<file path="src/rtl/load_store_unit.sv">
// RV32I load/store unit: one outstanding request, split read/write bus channels,
// misalignment/illegal-funct3 detection and sub-word lane handling.
module load_store_unit #(
  parameter int WORD_ADDR = 1
) (
  input  logic        clk,
  input  logic        rst,
  input  logic        lsu_req_valid,
  output logic        lsu_req_ready,
  input  logic        lsu_req_write,
  input  logic [2:0]  lsu_req_funct3,
  input  logic [31:0] lsu_req_addr,
  input  logic [31:0] lsu_req_wdata,
  output logic        lsu_rsp_valid,
  output logic [31:0] lsu_rsp_rdata,
  output logic        lsu_rsp_error,
  output logic        d_raddr_valid,
  input  logic        d_raddr_ready,
  output logic [31:0] d_raddr,
  input  logic        d_rdata_valid,
  output logic        d_rdata_ready,
  input  logic [31:0] d_rdata,
  output logic        d_waddr_valid,
  input  logic        d_waddr_ready,
  output logic [31:0] d_waddr,
  output logic        d_wdata_valid,
  input  logic        d_wdata_ready,
  output logic [31:0] d_wdata,
  output logic [3:0]  d_wstrb
);

  typedef enum logic [2:0] {IDLE, RADDR, RDATA, WRITE, RESP} state_t;

  state_t      state_reg, state_next;
  logic [31:0] addr_reg;
  logic [2:0]  funct3_reg;
  logic [31:0] wdata_reg;
  logic [3:0]  wstrb_reg;
  logic        waddr_pend_reg, wdata_pend_reg;
  logic [31:0] rsp_rdata_reg;
  logic        rsp_error_reg;

  logic        accept, req_error, store_ok;
  logic        waddr_done, wdata_done;
  logic [31:0] store_data, load_value, bus_addr;
  logic [3:0]  store_strb;
  logic [7:0]  load_byte;
  logic [15:0] load_half;

  assign accept   = (state_reg == IDLE) && lsu_req_valid;
  assign store_ok = lsu_req_write && !req_error;

  // Illegal funct3 for the direction, or natural-alignment violation.
  always_comb begin
    req_error = 1'b0;
    if (lsu_req_write)
      req_error = lsu_req_funct3[2] || (lsu_req_funct3[1:0] == 2'b11);
    else
      req_error = (lsu_req_funct3[1:0] == 2'b11) || (lsu_req_funct3[2:1] == 2'b11);
    if ((lsu_req_funct3[1:0] == 2'b01) && lsu_req_addr[0])
      req_error = 1'b1;
    if ((lsu_req_funct3[1:0] == 2'b10) && (lsu_req_addr[1:0] != 2'b00))
      req_error = 1'b1;
  end

  // Sub-word stores replicate the data across all lanes; the strobe selects one.
  always_comb begin
    store_data = lsu_req_wdata;
    store_strb = 4'b1111;
    case (lsu_req_funct3[1:0])
      2'b00: begin
        store_data = {4{lsu_req_wdata[7:0]}};
        store_strb = 4'b0001 << lsu_req_addr[1:0];
      end
      2'b01: begin
        store_data = {2{lsu_req_wdata[15:0]}};
        store_strb = 4'b0011 << {lsu_req_addr[1], 1'b0};
      end
      default: ;
    endcase
  end

  always_comb begin
    load_byte  = d_rdata[{addr_reg[1:0], 3'b000} +: 8];
    load_half  = d_rdata[{addr_reg[1], 4'b0000} +: 16];
    load_value = d_rdata;
    case (funct3_reg)
      3'b000:  load_value = {{24{load_byte[7]}}, load_byte};
      3'b001:  load_value = {{16{load_half[15]}}, load_half};
      3'b100:  load_value = {24'h0, load_byte};
      3'b101:  load_value = {16'h0, load_half};
      default: load_value = d_rdata;
    endcase
  end

  assign waddr_done = !waddr_pend_reg || d_waddr_ready;
  assign wdata_done = !wdata_pend_reg || d_wdata_ready;

  always_comb begin
    state_next    = state_reg;
    lsu_req_ready = 1'b0;
    d_raddr_valid = 1'b0;
    d_rdata_ready = 1'b0;
    lsu_rsp_valid = 1'b0;
    case (state_reg)
      IDLE: begin
        lsu_req_ready = 1'b1;
        if (lsu_req_valid) begin
          if (req_error)          state_next = RESP;
          else if (lsu_req_write) state_next = WRITE;
          else                    state_next = RADDR;
        end
      end
      RADDR: begin
        d_raddr_valid = 1'b1;
        if (d_raddr_ready) state_next = RDATA;
      end
      RDATA: begin
        d_rdata_ready = 1'b1;
        if (d_rdata_valid) state_next = RESP;
      end
      WRITE: begin
        if (waddr_done && wdata_done) state_next = RESP;
      end
      RESP: begin
        lsu_rsp_valid = 1'b1;
        state_next    = IDLE;
      end
      default: state_next = IDLE;
    endcase
  end

  always_ff @(posedge clk) begin
    if (!rst) begin
      state_reg      <= IDLE;
      addr_reg       <= 32'h0;
      funct3_reg     <= 3'b000;
      wdata_reg      <= 32'h0;
      wstrb_reg      <= 4'b0000;
      waddr_pend_reg <= 1'b0;
      wdata_pend_reg <= 1'b0;
      rsp_rdata_reg  <= 32'h0;
      rsp_error_reg  <= 1'b0;
    end else begin
      state_reg <= state_next;
      if (accept) begin
        addr_reg       <= lsu_req_addr;
        funct3_reg     <= lsu_req_funct3;
        wdata_reg      <= store_data;
        wstrb_reg      <= store_ok ? store_strb : 4'b0000;
        waddr_pend_reg <= store_ok;
        wdata_pend_reg <= store_ok;
      end
      if (state_reg == WRITE) begin
        if (d_waddr_ready) waddr_pend_reg <= 1'b0;
        if (d_wdata_ready) wdata_pend_reg <= 1'b0;
      end
      // Response fields change only as a new response is entered.
      if (accept && req_error) begin
        rsp_rdata_reg <= 32'h0;
        rsp_error_reg <= 1'b1;
      end
      if ((state_reg == RDATA) && d_rdata_valid) begin
        rsp_rdata_reg <= load_value;
        rsp_error_reg <= 1'b0;
      end
      if ((state_reg == WRITE) && waddr_done && wdata_done) begin
        rsp_rdata_reg <= 32'h0;
        rsp_error_reg <= 1'b0;
      end
    end
  end

  assign bus_addr      = (WORD_ADDR != 0) ? {addr_reg[31:2], 2'b00} : addr_reg;
  assign d_raddr       = bus_addr;
  assign d_waddr       = bus_addr;
  assign d_wdata       = wdata_reg;
  assign d_wstrb       = wstrb_reg;
  assign d_waddr_valid = (state_reg == WRITE) && waddr_pend_reg;
  assign d_wdata_valid = (state_reg == WRITE) && wdata_pend_reg;
  assign lsu_rsp_rdata = rsp_rdata_reg;
  assign lsu_rsp_error = rsp_error_reg;

endmodule
</file>
<file path="config.mk">
export PLATFORM = sky130hd
export DESIGN_NAME = load_store_unit
export DESIGN_NICKNAME = d
export VERILOG_FILES = /design/src/rtl/load_store_unit.sv
export SDC_FILE = /design/constraint.sdc
export NUM_CORES = 1
export LEC_CHECK = 0
export BUFFER_PORTS_ARGS = -buffer_cell sky130_fd_sc_hd__clkbuf_2
export CORE_MARGIN = 3
export CORE_UTILIZATION = 34
export DETAILED_ROUTE_END_ITERATION = 6
export MAX_ROUTING_LAYER = met4
export PLACE_DENSITY = 0.65
export RECOVER_POWER = 50
export SLEW_MARGIN = 10
export SYNTH_ARGS = -nofsm -noshare
export SYNTH_HDL_FRONTEND = slang
export SYNTH_SLANG_ARGS = --single-unit
</file>
<file path="constraint.sdc">
create_clock -name clk -period 3.17 [get_ports clk]
set_input_delay 0.317 -clock clk [delete_from_list [all_inputs] [get_ports clk]]
set_output_delay 0.317 -clock clk [all_outputs]
set_load 0.1 [all_outputs]
</file>
==> results of run 1 <==
==> power by group <==
group          total (W)  switching, W  internal (W)  leakage [nW]
registers        0.00193      0.000255       0.00167         0.890
clock network    0.00127      0.000544      0.000730         0.164
logic            0.00426       0.00364      0.000627          1.44
total            0.00747       0.00444       0.00303          2.50
==> metal layers <==
layer | track usage [%] | wire length (um) | vias up
li1 | - | - | 2391
met1 | 22.2 | 6570 | 2141
met2 | 27.0 | 6900 | 175
met3 | 5.69 | 1380 | 15
met4 | 5.13 | 192 | 0
met5 | - | 0 | -
==> how the worst max path moves through the flow <==
stage	start	to	slack (ns)	cells past startpoint
2_1_floorplan	state_reg[1]	lsu_rsp_valid	0.16	2
3_3_place_gp	lsu_req_funct3[0]	lsu_rsp_rdata[14]	1.21	5
3_5_place_dp	lsu_req_funct3[0]	lsu_rsp_rdata[26]	1.16	5
4_1_cts	state_reg[0]	d_waddr_valid	0.83	3
5_1_grt	state_reg[0]	d_waddr_valid	0.66	3
6_report	state_reg[0]	d_waddr_valid	0.83	3
==> through the flow <==
| step | std cells | worst slack (ns) | power [W] |
|---|---|---|---|
| finish | 967 | 0.832 | 0.00747 |
| global route | 967 | 0.662 | 0.00781 |
| CTS | 967 | 0.831 | 0.00762 |
| detailed placement | 951 | 1.16 | 0.00632 |
| global placement | 951 | 1.21 | 0.00630 |
| floorplan | 625 | 0.156 | 0.00589 |
==> layout make-up <==
cell class / count / share of cell area, %
clock buffers: 10 / 3.82
clock inverters: 6 / 1.66
inverters: 5 / 0.300
multi-input cells: 405 / 37.9
flip-flops and latches: 109 / 34.8
well taps: 184 / 3.68
repair buffers: 248 / 17.9
==> placed cells by master (no fill, tap or decap), types with 2 or more instances in the layout <==
cell,count
mux2_2,9
o311a_1,2
nand2_1,121
and3_1,2
dfxtp_1,109
o2111a_1,2
a22o_1,25
clkbuf_2,119
nand3_1,4
o22ai_1,7
a21oi_2,2
clkbuf_1,122
nand2b_1,22
inv_1,3
o21ai_0,10
conb_1,4
o21a_1,3
bufinv_16,2
a211oi_1,18
a21oi_1,68
o2bb2ai_1,7
o221ai_1,7
mux2i_1,25
nor3_1,4
clkbuf_16,9
buf_4,6
nor2_1,28
or3_1,3
inv_2,2
nor2b_1,13
==> cells by family after synthesis <==
group,synth area share (%)
and+or+nand+nor,18.0
other,0.0715
buffers and inverters,13.6
AOI/OAI and AO/OA,20.1
DFF,41.6
muxes,6.70
==> worst max-delay path: cells and delay by family (launching register included) <==
kind,cells,cell delay (ns)
DFF,1,0.58
buffers and inverters,1,0.47
and+or+nand+nor,2,0.61
==> impl_metrics.toml, run 1 <==
[setup_path]
crit_path_start_kind = "flop"
r2r_start = "state_reg[1]"
critPathKind = "reg -> out"
crit_chain = "nor2b_1, and3_1, clkbuf_2"
critPathCaptureType = "primary output"
critPathMaxFanout = 11
r2r_end = "lsu_rsp_rdata[30]"
r2r_slack_ns = 1.18
required_ns = 2.85
slowest_stage = "dfxtp_1"
cp.arrival_ns = 2.02
slowest_delay_ns = 0.58
reg2regPathDepth = 4

[clock_tree]
cts_resized = 0
clkLatencyLatePin_ns = 0.36
cts_root_buf = "clkbuf_16"
clock_sinks = 109
postCtsHoldBufs = 0
clk_path_buf_depth = 2
cts-htree-levels = 3
postCtsSetupBuffers = 0
cts_tree = "built"
clkSlewWorstSetupHoldPaths_ns = 0.08
cts_made_buffers = 9

[global_routing]
grt_overflow = 0
grt_pass1_vias = 4300
grt_pass1_wl_mm = 22.9
grt_antenna_before_repair = 0
grt_max_degree = 75
track_usage_pct = 17.6

[die]
rows = 44
initial_core_util_pct = 35.4
die_h_um = 130
io_pins = 246
die-area_mm2 = 0.0170
fp.dieW_um = 130
core_area_mm2 = 0.0148

[sta]
fin_crit_sh_pct = 73.7
hold_viol_final = 0
rsz0062_at_grt = "false"
clock_skew_ns = 0.00871
period_minus_slack_ns = 2.34
tns_ns = 0
fmax_mhz = 428
tightest_slew_ns = 1.24
slew-limit-headroom_pct = 17.5
final_max_slew_viol_count = 0
setup_viol = 0
finalHoldWorstSlack_ns = 0.171

[logic_synthesis]
yosysMostFrequentCell = "nand2_1"
synth_top_area_share_pct = 41.6
dominantRegCellSynth = "dfxtp_1"
synth_edf_count = 0
synthesis.area_mm2 = 0.00525
ys_top_cells_by_area = "dfxtp_1 42%, buf_4 9.6%, nand2_1 8.7%"
yosysWarningCount = 0
synth.distinct_cells = 47
synth_common_cells = "122 x nand2_1, 109 x dfxtp_1, 68 x a21oi_1, 67 x buf_4, 28 x nor2_1"
synth_area_leader_cell = "dfxtp_1"
async_reset_ff_share_pct = 0
synth_area_per_cell_um2 = 8.44
ys_seq_area_share_pct = 41.6
syn-instance-count = 622
yosys_register_bits = 109

[finish]
nets = 885
final_cell_area_mm2 = 0.00626
finalCoreUtilization_pct = 42.3
drive_above_1_share_pct = 20.7
num-fill-cells = 1590
final-seq-area_mm2 = 0.00218
diodes = 0
area_growth_pct = 19.4
multi_input_area_mm2 = 0.00237

[worst_hold_path]
hold_end = "addr_reg[22]"
hold_path.class = "in -> reg"
hp-start = "lsu_req_addr[22]"
holdPathStages = 3

[placement]
place_area_mm2 = 0.00607
dp_hpwl_mm = 11.2
gp_congestion = 0.839
io_buffers = 241

[detailed_routing]
drt_first_pass_iters = 4
drt.antenna.violating_nets = 0
totalWireLength_mm = 15.0
drc = 0
wire_per_inst_um = 15.5
drt_iter0_drc = 318
num_vias = 4722
via_per_inst = 4.88

[job]
cap_violations = 0

[pwr]
ir_worst_vdd_mv = 0.654
leakage_nw = 2.50
powerDensity_mw_per_mm2 = 1190

[status]
status = "completed"
(Power assumes the default switching activity.)
==> run 2, diff against run 1 <==
--- a/config.mk
+++ b/config.mk
@@ -10,7 +10,7 @@
 export CORE_UTILIZATION = 34
 export DETAILED_ROUTE_END_ITERATION = 6
 export MAX_ROUTING_LAYER = met4
-export PLACE_DENSITY = 0.65
+export PLACE_DENSITY = 0.67
 export RECOVER_POWER = 50
 export SLEW_MARGIN = 10
 export SYNTH_ARGS = -nofsm -noshare
==> constraint.sdc (replaced) <==
create_clock -name clk -period 2.1 [get_ports clk]
set_input_delay 0.21 -clock clk [delete_from_list [all_inputs] [get_ports clk]]
set_output_delay 0.21 -clock clk [all_outputs]
set_load 0.1 [all_outputs]
==> impl_metrics.toml, run 2 (synthesized netlist as in run 1, its figures left out) <==
[clock_tree]
cts_root_buf = "clkbuf_16"
clkSlewWorstSetupHoldPaths_ns = 0.08
clock_sinks = 109
postCtsSetupBuffers = 0
clkLatencyLatePin_ns = 0.36
cts-htree-levels = 3
postCtsHoldBufs = 0
cts_resized = 0
cts_made_buffers = 9
clk_path_buf_depth = 2
cts_tree = "built"

[setup_path]
slowest_stage = "dfxtp_1"
crit_chain = "buf_4, inv_2, nor3_2, clkbuf_2"
critPathKind = "reg -> out"
crit_path_start_kind = "flop"
critPathCaptureType = "primary output"
path_buf_inv = 3
cpLargestDelayFamily = "buffers and inverters"
cp.arrival_ns = 1.73
required_ns = 1.89
critPathMaxFanout = 8
slowest_delay_ns = 0.51

[pwr]
clkPwrFrac_pct = 15.3
ir_worst_vdd_mv = 0.934
netSwitchingPower_w = 0.00678
comb_power_share_pct = 59.3
powerDensity_mw_per_mm2 = 1760
p_int_w = 0.00444
pwr-share-seq_pct = 25.3
leakage_nw = 2.56
switching_share_pct = 60.4

[sta]
tightest_slew_ns = 1.24
fmax_mhz = 515
slew-limit-headroom_pct = 17.4
fin_crit_sh_pct = 92.5
final_max_slew_viol_count = 0
worst_slack_ns = 0.158
rsz0062_at_grt = "false"
hold_viol_final = 0
clock_skew_ns = 0.00858
period_minus_slack_ns = 1.94
setup_viol = 0

[detailed_routing]
drt_first_pass_iters = 4
num_vias = 4798
totalWireLength_mm = 15.1
drt.antenna.violating_nets = 0
wire_per_inst_um = 15.4
drc = 0
via_per_inst = 4.90
drt_iter0_drc = 213

[global_routing]
grt_overflow = 0
grt_max_degree = 70
track_usage_pct = 17.6
grt_antenna_before_repair = 0
grt_pass1_vias = 4307
grt_pass1_wl_mm = 22.6

[finish]
nets = 895
num-fill-cells = 1589
multi_input_area_mm2 = 0.00240
drive_above_1_share_pct = 22.3
fin_cells = 979
final-seq-area_mm2 = 0.00218
area_growth_pct = 21.5
final_common_cell = "nand2_1"
most-common-layout-cells = "121 x nand2_1, 120 x clkbuf_1, 118 x clkbuf_2, 109 x dfxtp_1, 68 x a21oi_1"

[die]
initial_core_util_pct = 35.4
die_h_um = 130
core_area_mm2 = 0.0148
fp.dieW_um = 130
die-area_mm2 = 0.0170
rows = 44
io_pins = 246

[placement]
pre_cts_slack_ns = 0.267
dp_hpwl_mm = 11.3
gp_congestion = 0.838
io_buffers = 241
place_inst = 961

[worst_hold_path]
hold_path.class = "in -> reg"

[status]
status = "completed"

[job]
cap_violations = 0
[run 2: cell type report]
cell class,count,area share (%)
well taps,184,3.61
inverters,5,0.294
diodes,2,0.0785
repair buffers,258,19.5
clock buffers,9,3.53
multi-input cells,405,37.6
flip-flops and latches,109,34.2
clock inverters,7,1.24
[run 2: power by group through the flow]
stage | logic, W | clock network, W | registers (W)
after global routing | 0.00699 | 0.00186 | 0.00291
after detailed placement | 0.00681 | 0 | 0.00289
after CTS | 0.00682 | 0.00178 | 0.00285
final | 0.00666 | 0.00172 | 0.00284
after global placement | 0.00678 | 0 | 0.00289
after floorplan | 0.00426 | 0 | 0.00468
[run 2: through the flow]
stage	utilization (%)	hold WS [ns]	setup TNS [ns]	instance area (um2)	power (W)
finish	43.1	0.0613	0	6380	0.0112
global route	43.0	0.0527	0	6370	0.0118
CTS	44.0	0.0481	0	6520	0.0114
detailed placement	42.0	0.439	0	6220	0.00971
global placement	42.0	0.432	0	6220	0.00967
floorplan	-	0.326	-2.69	5290	0.00894
[run 2: worst paths after layout]
path / slack [ns] / from / end / depth (start not counted)
worst max-delay path: 0.16 / state_reg[1] / d_rdata_ready / 4
worst min-delay path: 0.06 / lsu_req_addr[13] / addr_reg[13] / 3
worst max register to register: 0.22 / state_reg[1] / lsu_rsp_rdata[28] / 4
worst min register to register: 0.45 / d_wstrb[3] / d_wstrb[3] / 2
[run 2: worst register-to-register path, delay by kind of cell (launching register included)]
| kind | cells | cell delay [ns] |
|---|---|---|
| compound gates | 2 | 0.85 |
| simple gates | 2 | 0.47 |
| flops | 1 | 0.51 |
[run 2: layer usage]
layer | routed length (um) | GRT usage (%) | part of all wire [%]
met5 | 0 | - | 0
met4 | 278 | 5.62 | 1.8
met3 | 1350 | 5.61 | 8.9
met2 | 6990 | 27.9 | 46
met1 | 6460 | 21.3 | 43
